**config.mk**
```make
export PLATFORM = sky130hd
export DESIGN_NAME = uart_io_controller
export DESIGN_NICKNAME = d
export VERILOG_FILES = /design/src/rtl/uart_io_controller.sv
export SDC_FILE = /design/constraint.sdc
export NUM_CORES = 1
export LEC_CHECK = 0
export CORE_ASPECT_RATIO = 0.6
export CORE_MARGIN = 2
export CORE_UTILIZATION = 30
export CTS_CLUSTER_DIAMETER = 60
export CTS_CLUSTER_SIZE = 8
export DETAILED_ROUTE_END_ITERATION = 8
export HOLD_SLACK_MARGIN = 0.03
export PLACE_DENSITY = 0.65
export SYNTH_ARGS = -nofsm -noshare
export SYNTH_HDL_FRONTEND = slang
export SYNTH_SLANG_ARGS = --single-unit
```
**constraint.sdc**
```tcl
create_clock -name clk -period 1.87 [get_ports clk]
set_clock_uncertainty 0.1 [all_clocks]
set_input_delay 0.374 -clock clk [delete_from_list [all_inputs] [get_ports clk]]
set_output_delay 0.374 -clock clk [all_outputs]
set_load 0.005 [all_outputs]
```
**src/rtl/uart_io_controller.sv**
```systemverilog
// Stalling UART I/O sequencer for UARTtoReg / RegtoUART writeback instructions.
// Optional 4-entry receive prefetch FIFO enabled by defining UART_RX_PREFETCH_EN.
module uart_io_controller #(
    parameter int CNT_WIDTH = 16
) (
    input  logic                 clk,
    input  logic                 reset,
    input  logic                 UARTtoReg,
    input  logic                 RegtoUART,
    input  logic [31:0]          register_data,
    input  logic                 input_ready,
    input  logic [31:0]          rx_word,
    input  logic                 output_busy,
    output logic                 rx_pop,
    output logic [31:0]          input_data,
    output logic                 UART_write_enable,
    output logic [31:0]          tx_data,
    output logic                 stall,
    output logic                 io_done,
    output logic [CNT_WIDTH-1:0] stall_count
);

    typedef enum logic [2:0] {
        IDLE    = 3'd0,
        RX_WAIT = 3'd1,
        RX_DONE = 3'd2,
        TX_WAIT = 3'd3,
        TX_DONE = 3'd4
    } state_t;

    state_t      state_q, state_d;
    logic [31:0] input_data_d, tx_data_d;
    logic        word_avail_s;
    logic [31:0] head_word_s;
    logic        capture_raw_s, capture_s;
    logic        stall_raw_s;

    // Combinational strobes are forced low while reset is held.
    assign capture_s = capture_raw_s & reset;
    assign stall     = stall_raw_s & reset;

`ifdef UART_RX_PREFETCH_EN
    logic [31:0] fifo_q [4];
    logic [1:0]  wr_ptr_q, rd_ptr_q;
    logic [2:0]  count_q;
    logic        full_s, push_s;

    assign full_s       = (count_q == 3'd4);
    assign word_avail_s = (count_q != 3'd0);
    assign head_word_s  = fifo_q[rd_ptr_q];
    // A full FIFO still accepts a word in the cycle its head is consumed.
    assign push_s       = reset & input_ready & (~full_s | capture_s);
    assign rx_pop       = push_s;

    // Prefetch FIFO storage, pointers and occupancy.
    always_ff @(posedge clk or negedge reset) begin
        if (!reset) begin
            for (int i = 0; i < 4; i++) fifo_q[i] <= 32'd0;
            wr_ptr_q <= 2'd0;
            rd_ptr_q <= 2'd0;
            count_q  <= 3'd0;
        end else begin
            if (push_s) fifo_q[wr_ptr_q] <= rx_word;
            wr_ptr_q <= wr_ptr_q + {1'b0, push_s};
            rd_ptr_q <= rd_ptr_q + {1'b0, capture_s};
            count_q  <= count_q + {2'b00, push_s} - {2'b00, capture_s};
        end
    end
`else
    assign word_avail_s = input_ready;
    assign head_word_s  = rx_word;
    assign rx_pop       = capture_s;
`endif

    // Next-state, capture and stall decode.
    always_comb begin
        state_d       = state_q;
        input_data_d  = input_data;
        tx_data_d     = tx_data;
        capture_raw_s = 1'b0;
        stall_raw_s   = 1'b0;
        case (state_q)
            IDLE: begin
                if (UARTtoReg) begin
                    stall_raw_s = 1'b1;
                    if (word_avail_s) begin
                        capture_raw_s = 1'b1;
                        input_data_d  = head_word_s;
                        state_d       = RX_DONE;
                    end else begin
                        state_d = RX_WAIT;
                    end
                end else if (RegtoUART) begin
                    stall_raw_s = 1'b1;
                    if (!output_busy) begin
                        tx_data_d = register_data;
                        state_d   = TX_DONE;
                    end else begin
                        state_d = TX_WAIT;
                    end
                end else begin
                    state_d = IDLE;
                end
            end
            RX_WAIT: begin
                stall_raw_s = 1'b1;
                if (word_avail_s) begin
                    capture_raw_s = 1'b1;
                    input_data_d  = head_word_s;
                    state_d       = RX_DONE;
                end else begin
                    state_d = RX_WAIT;
                end
            end
            TX_WAIT: begin
                stall_raw_s = 1'b1;
                if (!output_busy) begin
                    tx_data_d = register_data;
                    state_d   = TX_DONE;
                end else begin
                    state_d = TX_WAIT;
                end
            end
            RX_DONE: state_d = IDLE;
            TX_DONE: state_d = IDLE;
            default: state_d = IDLE;
        endcase
    end

    // State and data registers.
    always_ff @(posedge clk or negedge reset) begin
        if (!reset) begin
            state_q    <= IDLE;
            input_data <= 32'd0;
            tx_data    <= 32'd0;
        end else begin
            state_q    <= state_d;
            input_data <= input_data_d;
            tx_data    <= tx_data_d;
        end
    end

    // Saturating stall-cycle counter.
    always_ff @(posedge clk or negedge reset) begin
        if (!reset) begin
            stall_count <= {CNT_WIDTH{1'b0}};
        end else if (stall && (stall_count != {CNT_WIDTH{1'b1}})) begin
            stall_count <= stall_count + {{(CNT_WIDTH-1){1'b0}}, 1'b1};
        end else begin
            stall_count <= stall_count;
        end
    end

    assign io_done           = (state_q == RX_DONE) || (state_q == TX_DONE);
    assign UART_write_enable = (state_q == TX_DONE);

endmodule

```
==> out/summary.txt <==
outcome: finished, violations left
violated checks: setup timing
unrepaired setup endpoints after global routing: true
total vias in the final route: 2485
die area: 0.0126 mm^2
fraction of the mapped netlist area in compound gates: 1.82%
count of mapped cells out of synthesis: 230
Root Buffer Master: sky130_fd_sc_hd__clkbuf_16
setup slack, reg-to-reg: -0.11 ns
Hold Violations, Final: 0
antenna violations before repair: 0
most frequent standard cell in the layout excluding fill and tap cells: sky130_fd_sc_hd__clkdlybuf4s50_1
cell type with the largest total area after synthesis: sky130_fd_sc_hd__dfrtp_1
number of DRC violations after detailed-routing iteration 0: 65
simple-gate area share of the yosys netlist: 7.11%
power per cell area: 1490 mW/mm^2
total nets after synthesis: 301
area grow syn2layout: 66.3%
required time worst endpoint: 1.98 ns
depth of the worst register-to-register path: 6
gr ovfl total: 0
worst hold slack: 0.236 ns
sinks on the clock net: 83
HPWL after detailed placement: 5890 um
transition time at the pin with the least slew margin: 1.02 ns
initial standard-cell utilization of the core: 30.9%
vias per inst: 4.28
Final Max Tran Viols: 0
Worst Path Class, Setup: register to register
Worst Hold Class: input pin to async pin
global-route usage over all layers: 14.0%
Final Total Pwr: 8.67 mW
number of fillers in the final layout: 979
Netlist Area Pre-Place: 0.00350 mm^2
share of layout cells above drive strength 1: 30.5%
TritonCTS buffer count: 9
minimum period implied by the final worst setup slack: 1.98 ns
post-route DRC violation count: 0
endpoint kind of the worst setup timing path: register
number of placement rows: 30
setup violation total in the final timing report: 32
total number of H-tree levels: 3
Initial DRT Pass Iterations: 4
input/output buffers: 153
Netlist cell types: 31
pin count of the biggest net entering global routing: 81
ant diodes: 0
wire length of the first global-routing pass: 13400 um
final period utilization: 106%
worst skew pair latency: 0.33 ns
FF-to-FF Start: state_q[1]
CP arrival: 2.09 ns
post-detailed-route count of antenna-violating nets: 0
Worst VDD drop: 0.000675 V
area share of the leading cell type in the synthesized netlist: 59.3%
Post-Synth XOR/XNOR Area: 4.00%
largest cells by area after synthesis: sky130_fd_sc_hd__dfrtp_1 (59%), sky130_fd_sc_hd__mux2_4 (12%), sky130_fd_sc_hd__mux2_2 (12%)
crit path max fanout: 10
wire length per cell: 14.7 um
top flip-flop cell by instance count after synthesis: sky130_fd_sc_hd__dfrtp_1
gp weighted congestion: 0.751
async set or reset register ratio after synthesis: 100%
number of storage elements in the synthesis netlist: 83
worst reg2reg path endpoint: tx_data[8]
area of the core region: 0.0113 mm^2
adder-cell area share of the yosys netlist: 0.357%
share of cell area taken by muxes after synthesis: 24.0%
die height: 87.7 um
Final nets: 486
number of enable flip-flop cells after synthesis: 0
I/O pins: 154
post-placement worst setup slack: -0.515 ns
leak pwr: 2.61 nW
proportion of synthesized chip area in sequential cells: 59.3%
sum of routed wire length over all layers: 8500 um
largest family of logic cells by synthesized area: multiplexers
maximum clock path buffer count: 2
remaining max-slew budget at the tightest pin: 32.0%
synth warn: 0
highest-count cells in the layout ignoring fill and taps: sky130_fd_sc_hd__clkdlybuf4s50_1 (145), sky130_fd_sc_hd__dfrtp_1 (81), sky130_fd_sc_hd__mux2_2 (35)
final design utilization: 51.4%
Total Negative Setup Slacks: -3.07 ns
Max Clk Rate: 505 MHz
mean post-synth cell area: 15.2 um^2
Die W: 144 um
clock tree from TritonCTS: built
startpoint type of the worst setup path: register
max-capacitance violation count: 0
clock input transition at the sequential cells of the worst setup and hold paths: 0.06 ns
minimum setup slack in the final design: -0.112 ns
via count of the first global-routing pass: 2553
[per-layer routing]
metal	vias to the layer above	part of all wire, %	track usage (%)
li1	1191	-	-
met1	1202	49	19.1
met2	86	44	21.1
met3	6	6.0	4.54
met4	0	1.3	5.08
met5	-	0	0
[state kept, by name, indices dropped and copies added, names as in the netlist]
register	count
input_data	32
tx_data	32
stall_count	16
state_q	3
[stage by stage]
stage	cell area (um^2)	std cells
4_1_cts	5800	580
5_1_grt	5830	580
6_report	5830	580
3_3_place_gp	5320	555
3_5_place_dp	5320	555
2_1_floorplan	3500	230
[report_power, final]
part | internal (mW) | switching, mW
Sequential | 2.60 | 0.475
Combinational | 2.58 | 1.03
Clock | 1.31 | 0.673
[synth_stat cells (all sizes together) (2+ instances only)]
cell type / number
a22o: 2
nor4: 4
and4: 2
dfrtp: 83
nand2: 5
nand4: 4
nor3b: 3
mux2: 65
nor2: 5
nand3: 6
inv: 3
nor3: 9
o211ai: 2
and3: 2
xor2: 15
buf: 9
[logic make-up (layout without fill, tap and decap cells)]
group,count (synthesis),in the layout
multiplexers,65,65
adder cells (fa/ha/maj),1,1
buffers and inverters,13,203
AO/OA/AOI/OAI,8,8
XOR/XNOR,16,16
AND/OR/NAND/NOR,44,44
flip-flops,83,83
[worst max-delay path, cell delays in order, from the launching register on]
cell                      delay, ns
sky130_fd_sc_hd__dfrtp_1       0.41
sky130_fd_sc_hd__buf_6         0.14
sky130_fd_sc_hd__nor4b_4       0.28
sky130_fd_sc_hd__a21oi_2       0.06
sky130_fd_sc_hd__or3_4         0.39
sky130_fd_sc_hd__buf_6         0.19
sky130_fd_sc_hd__mux2_4        0.30
[timing repair]
item	4_1_cts	5_1_grt
setup buffers	7	1
hold buffers	1	0
pin swaps	5	2
setup endpoints to repair	36	47
endpoints found under the hold margin	3	0
resized for setup	30	13
cloned	1	0
[final cells by class]
| cell class | count | area [um^2] | area share, % |
|---|---|---|---|
| clock buffers | 12 | 236 | 4.06 |
| clock inverters | 4 | 98.8 | 1.70 |
| inverters | 3 | 11.3 | 0.193 |
| multi-input cells | 134 | 1390 | 23.9 |
| flip-flops and latches | 83 | 2080 | 35.7 |
| well taps | 160 | 200 | 3.44 |
| repair buffers | 184 | 1810 | 31.0 |
[worst max-delay path by stage]
stage                     startpoint          to  depth (start not counted)
after floorplan           state_q[1]  tx_data[0]                          7
after global placement     UARTtoReg      rx_pop                          5
after detailed placement   UARTtoReg  tx_data[9]                          6
after CTS                 state_q[1]       stall                          6
after global routing      state_q[1]  tx_data[8]                          6
final                     state_q[1]  tx_data[8]                          6
Power figures use the tool's default switching activity.
==> variant, RTL diff (same flow settings) <==
Take the reset off `input_data` and `tx_data` and load them in a clocked block of their own.
--- a/src/rtl/uart_io_controller.sv
+++ b/src/rtl/uart_io_controller.sv
@@ -131,13 +131,14 @@
     always_ff @(posedge clk or negedge reset) begin
         if (!reset) begin
             state_q    <= IDLE;
-            input_data <= 32'd0;
-            tx_data    <= 32'd0;
         end else begin
             state_q    <= state_d;
-            input_data <= input_data_d;
-            tx_data    <= tx_data_d;
         end
+    end
+
+    always_ff @(posedge clk) begin
+        input_data <= input_data_d;
+        tx_data    <= tx_data_d;
     end
 
     // Saturating stall-cycle counter.
Check against the original RTL: not equivalent (a bounded check fails within 4 cycles, from zero or initial values and one cycle with reset low).
==> variant against the original RTL <==
Wire length fell by 11%. Global-route usage is 0.21 points higher. Worst setup slack better by 160 ps. Cell area decreased by 8.9%. Worst hold slack got worse by 140 ps. Synthesized cell count decreased by 32%. Sequential cell count stayed put. Sequential share of layout area rose by 9.6 points. Via count decreased by 16%. Critical path depth is 4 lower. Area after synthesis fell by 14%. Critical path type is now register to primary output.
Power is not compared: it rests on default switching activity, and its combinational part moved more than twofold at a synthesized area within 25%.
==> variant: results (changes against the original RTL) <==
{| class="wikitable"
! Metric !! Value
|-
| Input/output buffers || 153 (unchanged)
|-
| VDD IR max || slightly below 0.6 mV
|-
| Number of design-rule violations left by the first detailed-router iteration || 77 (+18%)
|-
| Total half-perimeter wirelength after legalization and detailed placement || 5.72 mm (-2.9%)
|-
| Element type at the critical path end || primary output
|-
| Area contributors post-synth || sky130_fd_sc_hd__edfxtp_1 64%, sky130_fd_sc_hd__dfrtp_1 16%, sky130_fd_sc_hd__xor2_1 4.4%
|-
| GR met3 Demand/Resource || 5.86% (+1.3 points)
|-
| All-Layer GR Usage || 14.2% (+0.21 points)
|-
| Status || finished clean
|-
| Met1 usage || 18.8% (-0.30 points)
|-
| Weighted congestion at the end of routability-driven global placement || 0.802 (+6.8%)
|-
| Commonest register cell after synthesis || sky130_fd_sc_hd__edfxtp_1
|-
| Number of antenna violations at the first check in global routing || 0 (unchanged)
|-
| Fraction of registers with async set or reset after synthesis || 22.9% (-77 points)
|-
| Fin nets || 418 (-14%)
|-
| Number of fill cells || 826 (-16%)
|-
| Final wirelength || 7.54 mm (-11%)
|-
| Post-Syn Nets || 227 (-25%)
|-
| Pin count of the biggest net entering global routing || 33 (-59%)
|-
| Wire length of the first global-routing pass || 11.6 mm (-13%)
|-
| Vias per cell || 4.28 (-0.11%)
|-
| Distinct cell type count after synthesis || 37 (+19%)
|-
| Arr. time, crit path || 1340 ps (-750 ps)
|-
| Pre-CTS setup slack || -487 ps (+28.2 ps)
|-
| Clock slew at reported path FFs || 60 ps (about the same)
|-
| Share of post-route cells with drive strength above 1 || 23.1% (-7.4 points)
|-
| Number of placed instances, taps included || 468 (-16%)
|-
| Number of antenna cells inserted || 0 (unchanged)
|-
| Max-slew headroom at the worst pin || 72.7% (+41 points)
|-
| Pre-Repair DR Iteration Count || 4 (unchanged)
|-
| Final standard cell count with taps included and fillers excluded || 486 (-16%)
|-
| Critical path fanouts, max || 5 (-5)
|-
| Number of levels the H-tree was split into || 3 (unchanged)
|-
| Number of synthesis warnings || 0 (unchanged)
|-
| Post-Place Cell Area || 4950 µm² (-6.9%)
|-
| Gate count of the mapped netlist || 156 (-32%)
|-
| Sequential element share of the synthesized area || 79.6% (+20 points)
|-
| Via count of the first global-routing pass || 2091 (-18%)
|-
| EDFF count, synth || 64 (+64)
|-
| Commonest cells post-synth || 64 x sky130_fd_sc_hd__edfxtp_1, 19 x sky130_fd_sc_hd__dfrtp_1, 15 x sky130_fd_sc_hd__xor2_1, 6 x sky130_fd_sc_hd__nand2_1, 5 x sky130_fd_sc_hd__nor3_2
|-
| Met2 track utilization from global routing || 22.0% (+0.83 points)
|}
## variant: what timing repair did
item | CTS | global route
buffers inserted | 2 | 1
resized for setup | 20 | 8
hold buffers | 0 | 0
pin swaps | 3 | 1
endpoints found under the setup margin | 4 | 7
## variant: critical path, stage by stage, from the launching register on
cell and delay, ps:
sky130_fd_sc_hd__dfrtp_1 370, sky130_fd_sc_hd__buf_4 150, sky130_fd_sc_hd__clkdlybuf4s50_1 500
## variant: per-layer routing
| metal | vias to the layer above | wire, µm |
|---|---|---|
| li1 | 980 | - |
| met1 | 1000 | 3470 |
| met2 | 92 | 3440 |
| met3 | 8 | 582 |
| met4 | 0 | 48 |
| met5 | - | 0 |
## variant: cell families after synthesis
kind of cell	count (synthesis)	share of synthesized area [%]
buffers and inverters	3	0.623
and+or+nand+nor	44	11.2
adders and majority gates	1	0.415
xor gates and xnor gates	16	4.65
AOI/OAI and AO/OA	8	3.03
DFF	83	79.6
muxes	1	0.498
## variant: cell type report
class                           count  area, µm²  share of cell area (%)
Clock buffer                        9        225                    4.24
Clock inverter                      6        115                    2.17
Inverter                            2       7.51                   0.141
Multi-Input combinational cell     70        636                    12.0
Sequential cell                    83       2410                    45.3
Tap cell                          135        169                    3.18
Timing Repair Buffer              181       1750                    33.0
## variant: worst paths after layout
path | start | to | slack [ps] | cells past startpoint
max in group asynchronous | reset | stall_count[12] | 1300 | 3
max reg2reg | stall_count[1] | stall_count[9] | 140 | 6
min | reset | stall_count[1] | 90 | 2
max | stall_count[5] | stall_count[5] | 50 | 2
min reg2reg | stall_count[15] | stall_count[15] | 400 | 1
min in group clk | input_ready | state_q[1] | 360 | 2
## variant: where the power goes
part           switching (mW)  internal (mW)  total (mW)
logic                   0.543          0.869        1.41
clock network           0.690           1.30        1.99
registers               0.145           2.31        2.45
total                    1.38           4.48        5.86
